[config.mk]
export PLATFORM = sky130hd
export DESIGN_NAME = twiddle_fetch_sequencer_flat
export DESIGN_NICKNAME = d
export VERILOG_FILES = /design/src/rtl/twiddle_fetch_sequencer_if.sv /design/src/rtl/twiddle_fetch_sequencer.sv /design/src/flat_wrapper.sv
export SDC_FILE = /design/constraint.sdc
export NUM_CORES = 1
export LEC_CHECK = 0
export BUFFER_PORTS_ARGS = -buffer_cell sky130_fd_sc_hd__buf_4
export CAP_MARGIN = 40
export CORE_ASPECT_RATIO = 0.7
export CORE_MARGIN = 4
export CORE_UTILIZATION = 35
export CTS_CLUSTER_SIZE = 28
export DETAILED_ROUTE_END_ITERATION = 12
export HOLD_SLACK_MARGIN = 0.08
export SLEW_MARGIN = 30
export SYNTH_ARGS = -nofsm -noshare
export SYNTH_HDL_FRONTEND = slang
export SYNTH_SLANG_ARGS = --single-unit
[constraint.sdc]
create_clock -name clk -period 9.94 [get_ports clk]
set_clock_uncertainty 0.2 [all_clocks]
set_input_delay 1.988 -clock clk [delete_from_list [all_inputs] [get_ports clk]]
set_output_delay 1.988 -clock clk [all_outputs]
set_load 0.01 [all_outputs]
[src/rtl/twiddle_fetch_sequencer_if.sv]
// Twiddle word stream from the fetch sequencer to the butterfly datapath.
// The producer drives the head word, its stage tag and the end-of-sequence
// marker. The consumer drives tw_ready. A word moves on tw_valid & tw_ready.
interface twiddle_fetch_sequencer_if #(
    parameter int DATA_WIDTH = 32,
    parameter int STAGE_W    = 4
) ();
    logic [DATA_WIDTH-1:0] tw_data;
    logic                  tw_valid;
    logic                  tw_ready;
    logic [STAGE_W-1:0]    tw_stage;
    logic                  tw_last;

    modport master (
        output tw_data,
        output tw_valid,
        output tw_stage,
        output tw_last,
        input  tw_ready
    );

    modport slave (
        input  tw_data,
        input  tw_valid,
        input  tw_stage,
        input  tw_last,
        output tw_ready
    );
endinterface

[src/rtl/twiddle_fetch_sequencer.sv]
// Twiddle fetch sequencer for a radix-2 DIT FFT.
// The block walks each stage s and each butterfly b. For every pair it issues
// the ROM address of twiddle index k = (b mod 2^s) << (LOG2N-1-s). A two-entry
// tag pipe follows the one-cycle registered ROM. Returned words go into a
// small FIFO, and the FIFO head drives the valid/ready stream.
// A new address is issued only when (FIFO occupancy + words in flight) is
// below FIFO_DEPTH. Every issued word therefore has a free slot when it
// arrives, and the ROM never needs to be stalled.
module twiddle_fetch_sequencer #(
    parameter int LOG2N      = 3,
    parameter int DATA_WIDTH = 32,
    parameter int ADDR_WIDTH = 12,
    parameter int ADDR_BASE  = 0,
    parameter int FIFO_DEPTH = 4,
    parameter int STAGE_W    = 4
) (
    input  logic                      clk,
    input  logic                      rst,
    input  logic                      i_start,
    output logic                      o_busy,
    output logic                      o_done,
    output logic [ADDR_WIDTH-1:0]     o_rom_addr,
    input  logic [DATA_WIDTH-1:0]     i_rom_data,
    twiddle_fetch_sequencer_if.master tw
);
    localparam int N_HALF = 1 << (LOG2N - 1);
    localparam int B_W    = (LOG2N > 1) ? (LOG2N - 1) : 1;
    localparam int PTR_W  = (FIFO_DEPTH > 1) ? $clog2(FIFO_DEPTH) : 1;
    localparam int OCC_W  = $clog2(FIFO_DEPTH + 1);
    localparam int USED_W = OCC_W + 1;

    typedef enum logic [1:0] {
        ST_IDLE  = 2'd0,
        ST_ISSUE = 2'd1,
        ST_DRAIN = 2'd2,
        ST_DONE  = 2'd3
    } state_t;

    state_t                r_state;
    state_t                w_state_nxt;

    // Stage and butterfly counters for the next address to issue.
    logic [STAGE_W-1:0]    r_s;
    logic [B_W-1:0]        r_b;
    logic [ADDR_WIDTH-1:0] r_rom_addr;

    // Tag pipe. Stage 1 lines up with the ROM address and stage 2 lines up
    // with the ROM data.
    logic                  r_v1;
    logic                  r_v2;
    logic [STAGE_W-1:0]    r_s1;
    logic [STAGE_W-1:0]    r_s2;
    logic                  r_last1;
    logic                  r_last2;

    // Output FIFO.
    logic [DATA_WIDTH-1:0] r_mem_data  [FIFO_DEPTH];
    logic [STAGE_W-1:0]    r_mem_stage [FIFO_DEPTH];
    logic [FIFO_DEPTH-1:0] r_mem_last;
    logic [PTR_W-1:0]      r_wr_ptr;
    logic [PTR_W-1:0]      r_rd_ptr;
    logic [OCC_W-1:0]      r_occ;

    logic                  w_start_acc;
    logic                  w_issue;
    logic                  w_push;
    logic                  w_pop;
    logic                  w_last_b;
    logic                  w_last_issue;
    logic                  w_nonempty;
    logic [1:0]            w_inflight;
    logic [USED_W-1:0]     w_used;
    logic [STAGE_W-1:0]    w_shamt;
    logic [ADDR_WIDTH-1:0] w_mask;
    logic [ADDR_WIDTH-1:0] w_k;
    logic [ADDR_WIDTH-1:0] w_addr;

    assign w_start_acc  = (r_state == ST_IDLE) && i_start;
    assign w_last_b     = (r_b == B_W'(N_HALF - 1));
    assign w_last_issue = w_last_b && (r_s == STAGE_W'(LOG2N - 1));
    assign w_inflight   = {1'b0, r_v1} + {1'b0, r_v2};
    assign w_used       = USED_W'(r_occ) + USED_W'(w_inflight);
    assign w_issue      = (r_state == ST_ISSUE) && (w_used < USED_W'(FIFO_DEPTH));
    assign w_nonempty   = (r_occ != OCC_W'(0));
    assign w_push       = r_v2;
    assign w_pop        = w_nonempty && tw.tw_ready;

    // Twiddle index and ROM address for the current stage and butterfly.
    always_comb begin
        w_shamt = STAGE_W'(LOG2N - 1) - r_s;
        w_mask  = (ADDR_WIDTH'(1) << r_s) - ADDR_WIDTH'(1);
        w_k     = (ADDR_WIDTH'(r_b) & w_mask) << w_shamt;
        w_addr  = ADDR_WIDTH'(ADDR_BASE) + w_k;
    end

    // Sequencer state register.
    always_ff @(posedge clk) begin
        if (rst) begin
            r_state <= ST_IDLE;
        end else begin
            r_state <= w_state_nxt;
        end
    end

    // Next-state decode. start is only honoured in IDLE.
    always_comb begin
        w_state_nxt = r_state;
        case (r_state)
            ST_IDLE: begin
                if (i_start) begin
                    w_state_nxt = ST_ISSUE;
                end else begin
                    w_state_nxt = ST_IDLE;
                end
            end
            ST_ISSUE: begin
                if (w_issue && w_last_issue) begin
                    w_state_nxt = ST_DRAIN;
                end else begin
                    w_state_nxt = ST_ISSUE;
                end
            end
            ST_DRAIN: begin
                if (!w_nonempty && !r_v1 && !r_v2) begin
                    w_state_nxt = ST_DONE;
                end else begin
                    w_state_nxt = ST_DRAIN;
                end
            end
            ST_DONE: begin
                w_state_nxt = ST_IDLE;
            end
            default: begin
                w_state_nxt = ST_IDLE;
            end
        endcase
    end

    // Stage/butterfly counters: clear on an accepted start, advance on each issue.
    always_ff @(posedge clk) begin
        if (rst) begin
            r_s <= STAGE_W'(0);
            r_b <= B_W'(0);
        end else if (w_start_acc) begin
            r_s <= STAGE_W'(0);
            r_b <= B_W'(0);
        end else if (w_issue) begin
            if (w_last_b) begin
                r_b <= B_W'(0);
                r_s <= r_s + STAGE_W'(1);
            end else begin
                r_b <= r_b + B_W'(1);
            end
        end
    end

    // ROM address register. It holds the last issued address between issues.
    always_ff @(posedge clk) begin
        if (rst) begin
            r_rom_addr <= ADDR_WIDTH'(0);
        end else if (w_issue) begin
            r_rom_addr <= w_addr;
        end
    end

    // Tag pipe. Carries stage and last marker alongside the ROM read latency.
    always_ff @(posedge clk) begin
        if (rst) begin
            r_v1    <= 1'b0;
            r_s1    <= STAGE_W'(0);
            r_last1 <= 1'b0;
            r_v2    <= 1'b0;
            r_s2    <= STAGE_W'(0);
            r_last2 <= 1'b0;
        end else begin
            r_v1    <= w_issue;
            r_s1    <= r_s;
            r_last1 <= w_last_issue;
            r_v2    <= r_v1;
            r_s2    <= r_s1;
            r_last2 <= r_last1;
        end
    end

    // FIFO storage. Writes the ROM word and its tag when the pipe delivers one.
    always_ff @(posedge clk) begin
        if (rst) begin
            for (int i = 0; i < FIFO_DEPTH; i++) begin
                r_mem_data[i]  <= DATA_WIDTH'(0);
                r_mem_stage[i] <= STAGE_W'(0);
            end
            r_mem_last <= FIFO_DEPTH'(0);
        end else if (w_push) begin
            r_mem_data[r_wr_ptr]  <= i_rom_data;
            r_mem_stage[r_wr_ptr] <= r_s2;
            r_mem_last[r_wr_ptr]  <= r_last2;
        end
    end

    // FIFO pointers and occupancy. A simultaneous push and pop leaves occupancy unchanged.
    always_ff @(posedge clk) begin
        if (rst) begin
            r_wr_ptr <= PTR_W'(0);
            r_rd_ptr <= PTR_W'(0);
            r_occ    <= OCC_W'(0);
        end else begin
            if (w_push) begin
                r_wr_ptr <= r_wr_ptr + PTR_W'(1);
            end
            if (w_pop) begin
                r_rd_ptr <= r_rd_ptr + PTR_W'(1);
            end
            case ({w_push, w_pop})
                2'b10:   r_occ <= r_occ + OCC_W'(1);
                2'b01:   r_occ <= r_occ - OCC_W'(1);
                default: r_occ <= r_occ;
            endcase
        end
    end

    // Stream outputs. The head fields read as zero whenever the FIFO is empty.
    always_comb begin
        tw.tw_valid = w_nonempty;
        if (w_nonempty) begin
            tw.tw_data  = r_mem_data[r_rd_ptr];
            tw.tw_stage = r_mem_stage[r_rd_ptr];
            tw.tw_last  = r_mem_last[r_rd_ptr];
        end else begin
            tw.tw_data  = DATA_WIDTH'(0);
            tw.tw_stage = STAGE_W'(0);
            tw.tw_last  = 1'b0;
        end
    end

    assign o_busy     = (r_state != ST_IDLE);
    assign o_done     = (r_state == ST_DONE);
    assign o_rom_addr = r_rom_addr;

endmodule
[src/flat_wrapper.sv]
// flat-port wrapper written by rule: the top's interface ports become plain ports
module twiddle_fetch_sequencer_flat 
#(
    parameter int LOG2N      = 3,
    parameter int DATA_WIDTH = 32,
    parameter int ADDR_WIDTH = 12,
    parameter int ADDR_BASE  = 0,
    parameter int FIFO_DEPTH = 4,
    parameter int STAGE_W    = 4
)
  (clk, rst, i_start, o_busy, o_done, o_rom_addr, i_rom_data, tw_tw_data, tw_tw_valid, tw_tw_stage, tw_tw_last, tw_tw_ready);
  twiddle_fetch_sequencer_if #(.DATA_WIDTH(DATA_WIDTH), .STAGE_W(STAGE_W)) tw_i ();
  input  logic clk;
  input  logic rst;
  input  logic i_start;
  output logic o_busy;
  output logic o_done;
  output logic [ADDR_WIDTH-1:0] o_rom_addr;
  input  logic [DATA_WIDTH-1:0] i_rom_data;
  output wire logic [$bits(tw_i.tw_data)-1:0] tw_tw_data;
  output wire logic [$bits(tw_i.tw_valid)-1:0] tw_tw_valid;
  output wire logic [$bits(tw_i.tw_stage)-1:0] tw_tw_stage;
  output wire logic [$bits(tw_i.tw_last)-1:0] tw_tw_last;
  input wire logic [$bits(tw_i.tw_ready)-1:0] tw_tw_ready;
  assign tw_tw_data = tw_i.tw_data;
  assign tw_tw_valid = tw_i.tw_valid;
  assign tw_tw_stage = tw_i.tw_stage;
  assign tw_tw_last = tw_i.tw_last;
  assign tw_i.tw_ready = tw_tw_ready;
  twiddle_fetch_sequencer #(.LOG2N(LOG2N), .DATA_WIDTH(DATA_WIDTH), .ADDR_WIDTH(ADDR_WIDTH), .ADDR_BASE(ADDR_BASE), .FIFO_DEPTH(FIFO_DEPTH), .STAGE_W(STAGE_W)) u_core (.clk(clk), .rst(rst), .i_start(i_start), .o_busy(o_busy), .o_done(o_done), .o_rom_addr(o_rom_addr), .i_rom_data(i_rom_data), .tw(tw_i));
endmodule
==> results of run 1 <==
-- per-stage QoR --
step	hold slack, ns	worst slack (ns)	util (%)
global route	0.2630	5.112	42.70
finish	0.2459	5.299	42.70
global placement	0.2285	5.633	39.81
detailed placement	0.2344	5.537	40.14
floorplan	0.2138	5.877	-
CTS	0.2509	5.219	42.70
-- logic make-up after synthesis --
kind of cell / Yosys count / share of synthesized area, %
AND/OR/NAND/NOR: 267 / 19.07
adder cells (fa/ha/maj): 12 / 1.847
XOR/XNOR: 12 / 1.231
flip-flops: 189 / 61.22
buffers and inverters: 51 / 2.492
multiplexers: 41 / 10.23
AO/OA/AOI/OAI: 46 / 3.900
-- report_power, final --
group	switching, µW	internal [µW]	total [µW]
registers	16.7	876	892
logic	120	105	225
clock network	303	400	703
total	440	1380	1820
-- per-layer routing --
metal	up-vias	global-route usage (%)	wire (µm)
met5	-	0	0
met4	0	2.922	86
met3	10	4.371	1228
met2	148	23.27	9480
met1	2669	21.71	9458
li1	2398	-	-
-- layout by cell type, fill, tap and decap left out, types with 4 or more instances in the layout --
cell          n
inv_1         8
buf_4        93
xor2_1        7
nor2b_1      11
nand2_1      23
and2_1      147
and3_1       37
ha_1         11
clkinvlp_4    4
nand3_1       8
edfxtp_1    144
o32ai_1       6
clkbuf_16    17
inv_6         4
mux4_2       37
nor2_1       20
a21oi_1      12
mux2i_1       4
dfxtp_1      42
o21ai_0       4
xnor2_1       5
-- worst paths after layout --
kind	endpoint	slack, ns	cells past startpoint
max	tw_tw_stage[3]	5.30	4
min	u_core.r_last2	0.25	1
max reg2reg	u_core.r_mem_data[0][30]	7.07	5
min reg2reg	u_core.r_last2	0.25	1
-- area by class of cell --
| cell class | instances | area share [%] |
|---|---|---|
| Clock inverter | 15 | 1.809 |
| Multi-Input combinational cell | 378 | 30.61 |
| Clock buffer | 17 | 4.183 |
| Inverter | 12 | 0.4429 |
| Sequential cell | 189 | 51.44 |
| Tap cell | 318 | 3.912 |
| Timing Repair Buffer | 96 | 7.603 |
-- critical path: stages (launching register included) --
cell and delay, ns:
dfxtp_2 0.44, buf_4 0.60, mux4_2 0.64, and2_1 0.18, buf_4 0.14
-- registers in the layout, summed over array words and instances, names as in the netlist, 2 cells and up, named ones only --
name                cells
u_core.r_occ            3
u_core.r_state          2
u_core.r_mem_last       4
u_core.r_mem_data     128
u_core.r_s1             4
u_core.r_wr_ptr         2
u_core.r_s2             4
u_core.r_rd_ptr         2
u_core.r_s              4
u_core.r_b              2
u_core.o_rom_addr      12
u_core.r_mem_stage     16
==> flow_metrics.py, run 1 <==
metrics = {
    "run_status": {
        "status": "completed",
    },
    "floorplan": {
        "initial_core_util_pct": 35.83,
        "row_count": 47,
        "die_h_um": 138.6,
        "die-area_um2": 26990,
        "core_region_area_um2": 23820,
        "chipWidth_um": 194.6,
        "boundaryPins": 88,
    },
    "grt": {
        "grt_pass1_vias": 5585,
        "grt_overflow": 0,
        "antenna_found_initial": 0,
        "grt_util_all_layers_pct": 15.15,
        "grt_pass1_wl_um": 31910,
        "grt_max_degree": 42,
    },
    "logic_synthesis": {
        "synthDistinctLibCells": 52,
        "synth_edf_count": 144,
        "synthCells": 618,
        "synth_common_cells": "147 x and2_1, 144 x edfxtp_1, 45 x dfxtp_1, 37 x and3_1, 37 x mux4_2",
        "synth-seq-cells": 189,
        "seq_area_frac_synth_pct": 61.22,
        "syn-num-nets": 666,
        "ys_top_cells_by_area": "edfxtp_1 51%, and2_1 11%, dfxtp_1 11%",
        "syn_area_per_cell_um2": 13.81,
        "synth_top_cell_area_share_pct": 50.67,
        "yosysMostFrequentCell": "and2_1",
        "ys_async_sr_fraction_pct": 0,
        "yosysWarnings": 0,
        "yosys_most_used_dff": "edfxtp_1",
        "synth_top_cell_by_area": "edfxtp_1",
        "synthesis.area_um2": 8534,
    },
    "sta": {
        "finalHoldViolCount": 0,
        "period_minus_slack_ns": 4.641,
        "setup_viol": 0,
        "worst_pin_slew_ns": 0.7491,
        "grt_setup_unrepaired": "no",
        "relSlewSlack_pct": 50.00,
        "fmax_mhz": 215.5,
        "finalCritPeriodShare_pct": 46.69,
        "setup_tns_ns": 0,
        "drv_slew": 0,
    },
    "critical_path": {
        "r2r_start": "u_core.r_v2",
        "critPathKind": "reg2out",
        "critPathArrivalTime_ns": 2.45,
        "endpoint_kind": "output port",
        "required_ns": 7.75,
        "worstSetupStartpointType": "register",
        "crit_fanout": 31,
    },
    "power": {
        "powerDensity_nw_per_um2": 179.0,
        "leakage_uw": 0.003903,
        "power_uw": 1820,
        "ir_worst_vdd_mv": 0.1404,
    },
    "placement": {
        "dpl.cell_count": 993,
        "port_buffers": 87,
        "routabilityCongestion": 0.7538,
        "dpl.hpwl_um": 12680,
        "placed_area_um2": 9560,
    },
    "final_layout": {
        "finalNonFillerCells": 1025,
        "multi_input_area_um2": 3113,
        "drive_gt1_share_pct": 26.03,
        "seq_area_um2": 5231,
        "nets": 742,
        "syn_to_final_growth_pct": 19.16,
        "final_area_um2": 10170,
        "nFillCells": 2158,
        "antenna_cells": 0,
    },
    "detailed_routing": {
        "routed_via_density": 5.098,
        "drtIter0Drc": 361,
        "via_count": 5225,
        "antenna_left": 0,
        "drc": 0,
        "drtPass1Iterations": 4,
        "wl_per_cell_um": 19.76,
        "wirelength_um": 20250,
    },
    "clock_tree": {
        "numCtsBuffers": 17,
        "clockRootBuffer": "clkbuf_16",
        "cts_resized": 0,
        "ctsHtreeMaxLevel": 4,
        "clk_path_buf_depth": 2,
        "ctsHoldBuffers": 0,
        "cts.sinks": 189,
        "post_cts_buffers": 0,
        "clkTransAtPathRegs_ns": 0.07,
        "cts_tree": "done",
        "clock_latency_ns": 0.43,
    },
    "flow_run": {
        "maxCapViolCount": 0,
    },
    "min_path": {
        "min_path_type": "reg2reg",
        "hp-start": "u_core.r_last1",
    },
}
(Power assumes the default switching activity.)
==> run 2, diff against run 1 <==
clock period = 3.7 ns   (was 9.94 ns; I/O delays follow)
==> flow_metrics.py, run 2 (same netlist as run 1, synthesis figures left out) <==
metrics = {
    "critical_path": {
        "endpoint_kind": "output port",
        "critPathKind": "reg2out",
        "crit_fanout": 19,
        "crit_family": "flip-flops",
        "critPathArrivalTime_ns": 2.08,
        "critical-path-max-stage-delay_ns": 0.74,
        "slowest_stage": "dfxtp_2",
        "worstSetupStartpointType": "register",
        "worst-path-buf-inv": 2,
        "worstPathCellList": "buf_16 > mux4_2 > and2_1 > buf_4",
        "required_ns": 2.76,
    },
    "detailed_routing": {
        "drc": 0,
        "antenna_left": 0,
        "routed_via_density": 5.038,
        "drtPass1Iterations": 4,
        "wirelength_um": 19500,
        "via_count": 5194,
        "wl_per_cell_um": 18.91,
        "drtIter0Drc": 304,
    },
    "placement": {
        "dpl.hpwl_um": 11950,
        "port_buffers": 87,
        "routabilityCongestion": 0.7910,
    },
    "grt": {
        "grt_util_all_layers_pct": 14.42,
        "antenna_found_initial": 0,
        "grt_max_degree": 49,
        "grt_pass1_vias": 5429,
        "grt_overflow": 0,
        "grt_pass1_wl_um": 30710,
    },
    "clock_tree": {
        "clock_latency_ns": 0.42,
        "post_cts_buffers": 0,
        "ctsHtreeMaxLevel": 4,
        "ctsHoldBuffers": 0,
        "cts.sinks": 189,
        "cts_resized": 0,
        "clkTransAtPathRegs_ns": 0.07,
        "clockRootBuffer": "clkbuf_16",
        "clk_path_buf_depth": 2,
        "cts_tree": "done",
        "numCtsBuffers": 17,
    },
    "sta": {
        "period_minus_slack_ns": 3.021,
        "setup_viol": 0,
        "setup_tns_ns": 0,
        "drv_slew": 0,
        "finalCritPeriodShare_pct": 81.66,
        "relSlewSlack_pct": 46.32,
        "finalHoldViolCount": 0,
        "grt_setup_unrepaired": "no",
        "worst_pin_slew_ns": 0.7967,
        "fmax_mhz": 331.0,
    },
    "final_layout": {
        "top_register": "u_core.r_mem_data",
        "drive_gt1_share_pct": 26.79,
        "nFillCells": 2171,
        "nets": 749,
        "largest_reg_flops": 128,
        "fin_util_pct": 42.73,
        "final_cell_mix": "147 x and2_1, 144 x edfxtp_1, 97 x buf_4",
        "final_common_cell": "and2_1",
        "multi_input_area_um2": 3110,
        "syn_to_final_growth_pct": 19.23,
        "antenna_cells": 0,
        "seq_area_um2": 5229,
    },
    "floorplan": {
        "boundaryPins": 88,
        "initial_core_util_pct": 35.83,
        "core_region_area_um2": 23820,
        "die-area_um2": 26990,
        "chipWidth_um": 194.6,
        "row_count": 47,
        "die_h_um": 138.6,
    },
    "power": {
        "powerDensity_nw_per_um2": 465.7,
        "power_uw": 4739,
        "ir_worst_vdd_mv": 0.3160,
        "leakage_uw": 0.003918,
    },
    "min_path": {
        "min_path_type": "reg2reg",
    },
    "run_status": {
        "status": "completed",
    },
    "flow_run": {
        "maxCapViolCount": 0,
    },
}
==> run 2: cell type report <==
class                           instances  share of cell area [%]
Clock inverter                         14                   1.279
Sequential cell                       189                   51.38
Multi-Input combinational cell        378                   30.57
Inverter                               12                  0.4426
Timing Repair Buffer                  103                   8.238
Clock buffer                           17                   4.181
Tap cell                              318                   3.910
==> run 2: worst register-to-register path: stages, from the launching register on <==
cell     delay [ns]
dfxtp_1        0.40
or3_4          0.47
and2_1         0.28
ha_1           0.21
inv_1          0.06
fa_1           0.38
xor2_1         0.16
or3_1          0.31
a21oi_1        0.14
==> run 2: power breakdown <==
group | internal, µW | total (µW) | switching, µW | leakage, µW
Combinational | 290 | 623 | 332 | 0.00180
Sequential | 2350 | 2380 | 33.6 | 0.00185
Clock | 886 | 1730 | 845 | 0.000268
Total | 3530 | 4740 | 1210 | 0.00392
==> run 2: path summary, 6_finish.rpt <==
path	start	to	slack, ns	depth (start not counted)
setup / recovery	register	tw_tw_data[11]	0.68	4
hold / removal	u_core.r_s1[0]	u_core.r_s2[0]	0.24	1
setup reg to reg	u_core.r_occ[0]	u_core.r_occ[2]	1.03	8
hold reg to reg	u_core.r_s1[0]	u_core.r_s2[0]	0.24	1
==> run 2: metrics by stage <==
| step | hold slack [ns] | instance area, µm² | std cells | setup slack, ns |
|---|---|---|---|---|
| 2_1_floorplan | 0.2138 | 8539 | 618 | 0.7460 |
| 3_3_place_gp | 0.2343 | 9570 | 997 | 0.9287 |
| 3_5_place_dp | 0.2372 | 9620 | 1000 | 1.040 |
| 4_1_cts | 0.2535 | 10180 | 1031 | 0.6575 |
| 5_1_grt | 0.2678 | 10180 | 1031 | 0.5981 |
| 6_report | 0.2449 | 10180 | 1031 | 0.6787 |
==> run 2: per-layer routing <==
layer  wire length [µm]  up-vias  part of all wire [%]  GRT usage [%]
met5                  0        -                     0              0
met3               1001       14                   5.1          3.473
li1                   -     2418                     -              -
met2               9133      134                    47          22.68
met1               9147     2628                    47          20.34
met4                212        0                   1.1          3.513
==> run 3, diff against run 2 <==
clock period = 2.8 ns   (was 3.7 ns; I/O delays follow)
==> flow_metrics.py, run 3 (same netlist as run 1, synthesis figures left out) <==
metrics = {
    "run_status": {
        "status": "completed",
    },
    "placement": {
        "routabilityCongestion": 0.7828,
        "placed_area_um2": 9605,
        "dp_slack_ns": 0.3787,
        "port_buffers": 87,
        "dpl.hpwl_um": 12500,
    },
    "final_layout": {
        "final_common_cell": "and2_1",
        "syn_to_final_growth_pct": 20.25,
        "top_register": "u_core.r_mem_data",
        "largest_reg_flops": 128,
        "nets": 755,
        "final_area_um2": 10260,
        "nFillCells": 2195,
        "antenna_cells": 0,
        "drive_gt1_share_pct": 27.64,
        "final_cell_mix": "146 x and2_1, 144 x edfxtp_1, 105 x buf_4",
    },
    "clock_tree": {
        "cts_tree": "done",
        "ctsHtreeMaxLevel": 4,
        "ctsHoldBuffers": 0,
        "clk_path_buf_depth": 2,
        "clockRootBuffer": "clkbuf_16",
        "clkTransAtPathRegs_ns": 0.09,
        "cts.sinks": 189,
        "numCtsBuffers": 17,
        "clock_latency_ns": 0.44,
        "post_cts_buffers": 0,
    },
    "sta": {
        "holdWs_ns": 0.2101,
        "worst_pin_slew_ns": 0.7538,
        "setup_tns_ns": 0,
        "finalWorstSetupSlack_ns": 0.09585,
        "drv_slew": 0,
        "setup_viol": 0,
        "finalHoldViolCount": 0,
        "grt_setup_unrepaired": "no",
        "fmax_mhz": 369.8,
        "finalCritPeriodShare_pct": 96.58,
        "relSlewSlack_pct": 49.22,
        "period_minus_slack_ns": 2.704,
    },
    "grt": {
        "grt_pass1_vias": 5590,
        "grt_pass1_wl_um": 31400,
        "grt_max_degree": 48,
        "grt_overflow": 0,
        "antenna_found_initial": 0,
        "grt_util_all_layers_pct": 14.85,
    },
    "critical_path": {
        "critPathKind": "reg2out",
        "crit_fanout": 10,
        "ff2ff_setup_slack_ns": 0.40,
        "critPathArrivalTime_ns": 1.94,
        "endpoint_kind": "output port",
        "worstSetupStartpointType": "register",
        "required_ns": 2.04,
    },
    "flow_run": {
        "maxCapViolCount": 0,
    },
    "floorplan": {
        "core_region_area_um2": 23820,
        "boundaryPins": 88,
        "die-area_um2": 26990,
        "die_h_um": 138.6,
        "initial_core_util_pct": 35.83,
        "row_count": 47,
        "chipWidth_um": 194.6,
    },
    "detailed_routing": {
        "antenna_left": 0,
        "drtPass1Iterations": 6,
        "drtIter0Drc": 302,
        "wl_per_cell_um": 19.03,
        "via_count": 5267,
        "routed_via_density": 5.074,
        "wirelength_um": 19760,
        "drc": 0,
    },
    "power": {
        "power_uw": 6446,
        "ir_worst_vdd_mv": 0.4849,
        "powerDensity_nw_per_um2": 628.2,
        "leakage_uw": 0.003975,
    },
    "min_path": {
        "min_path_type": "in2reg",
    },
}
==> run 3: what timing repair did <==
item | 4_1_cts | 5_1_grt
resized for setup | 1 | 4
endpoints found under the hold margin | 0 | 0
gates cloned | 0 | 1
endpoints found under the setup margin | 9 | 14
==> run 3: worst paths after layout <==
path                                       from  cells past startpoint                       end
worst max-delay path                   register                      4            tw_tw_data[24]
worst min-delay path             i_rom_data[14]                      2  u_core.r_mem_data[1][14]
worst max register to register  u_core.r_occ[0]                      8           u_core.r_occ[2]
worst min register to register   u_core.r_s1[1]                      1            u_core.r_s2[1]
==> run 3: worst max-delay path, stage by stage (launching register included) <==
cell	delay, ns
dfxtp_4	0.47
clkbuf_16	0.23
mux4_2	0.51
and2_1	0.17
buf_4	0.14
==> run 3: stage by stage <==
| step | std cells | utilization [%] |
|---|---|---|
| final | 1038 | 43.09 |
| after global routing | 1038 | 43.09 |
| after CTS | 1037 | 42.91 |
| after detailed placement | 1005 | 40.33 |
| after global placement | 1005 | 40.33 |
| after floorplan | 618 | - |
==> run 3: area by class of cell <==
type | instances | area [µm²] | area share (%)
Timing Repair Buffer | 109 | 863.3 | 8.413
Inverter | 12 | 45.04 | 0.4389
Multi-Input combinational cell | 378 | 3113 | 30.33
Clock inverter | 15 | 186.4 | 1.817
Clock buffer | 17 | 425.4 | 4.145
Sequential cell | 189 | 5231 | 50.98
Tap cell | 318 | 397.9 | 3.877
==> run 3: per-layer routing <==
layer / GRT usage, % / wire, µm
met1: 20.25 / 9088
met4: 4.031 / 193
met5: 0 / 0
met3: 4.177 / 1286
met2: 23.53 / 9188
==> run 3: report_power, final <==
part	switching (µW)	total [µW]	internal, µW	leakage (µW)
logic	435	851	416	0.00183
clock network	1220	2430	1220	0.000297
registers	54.7	3160	3110	0.00185
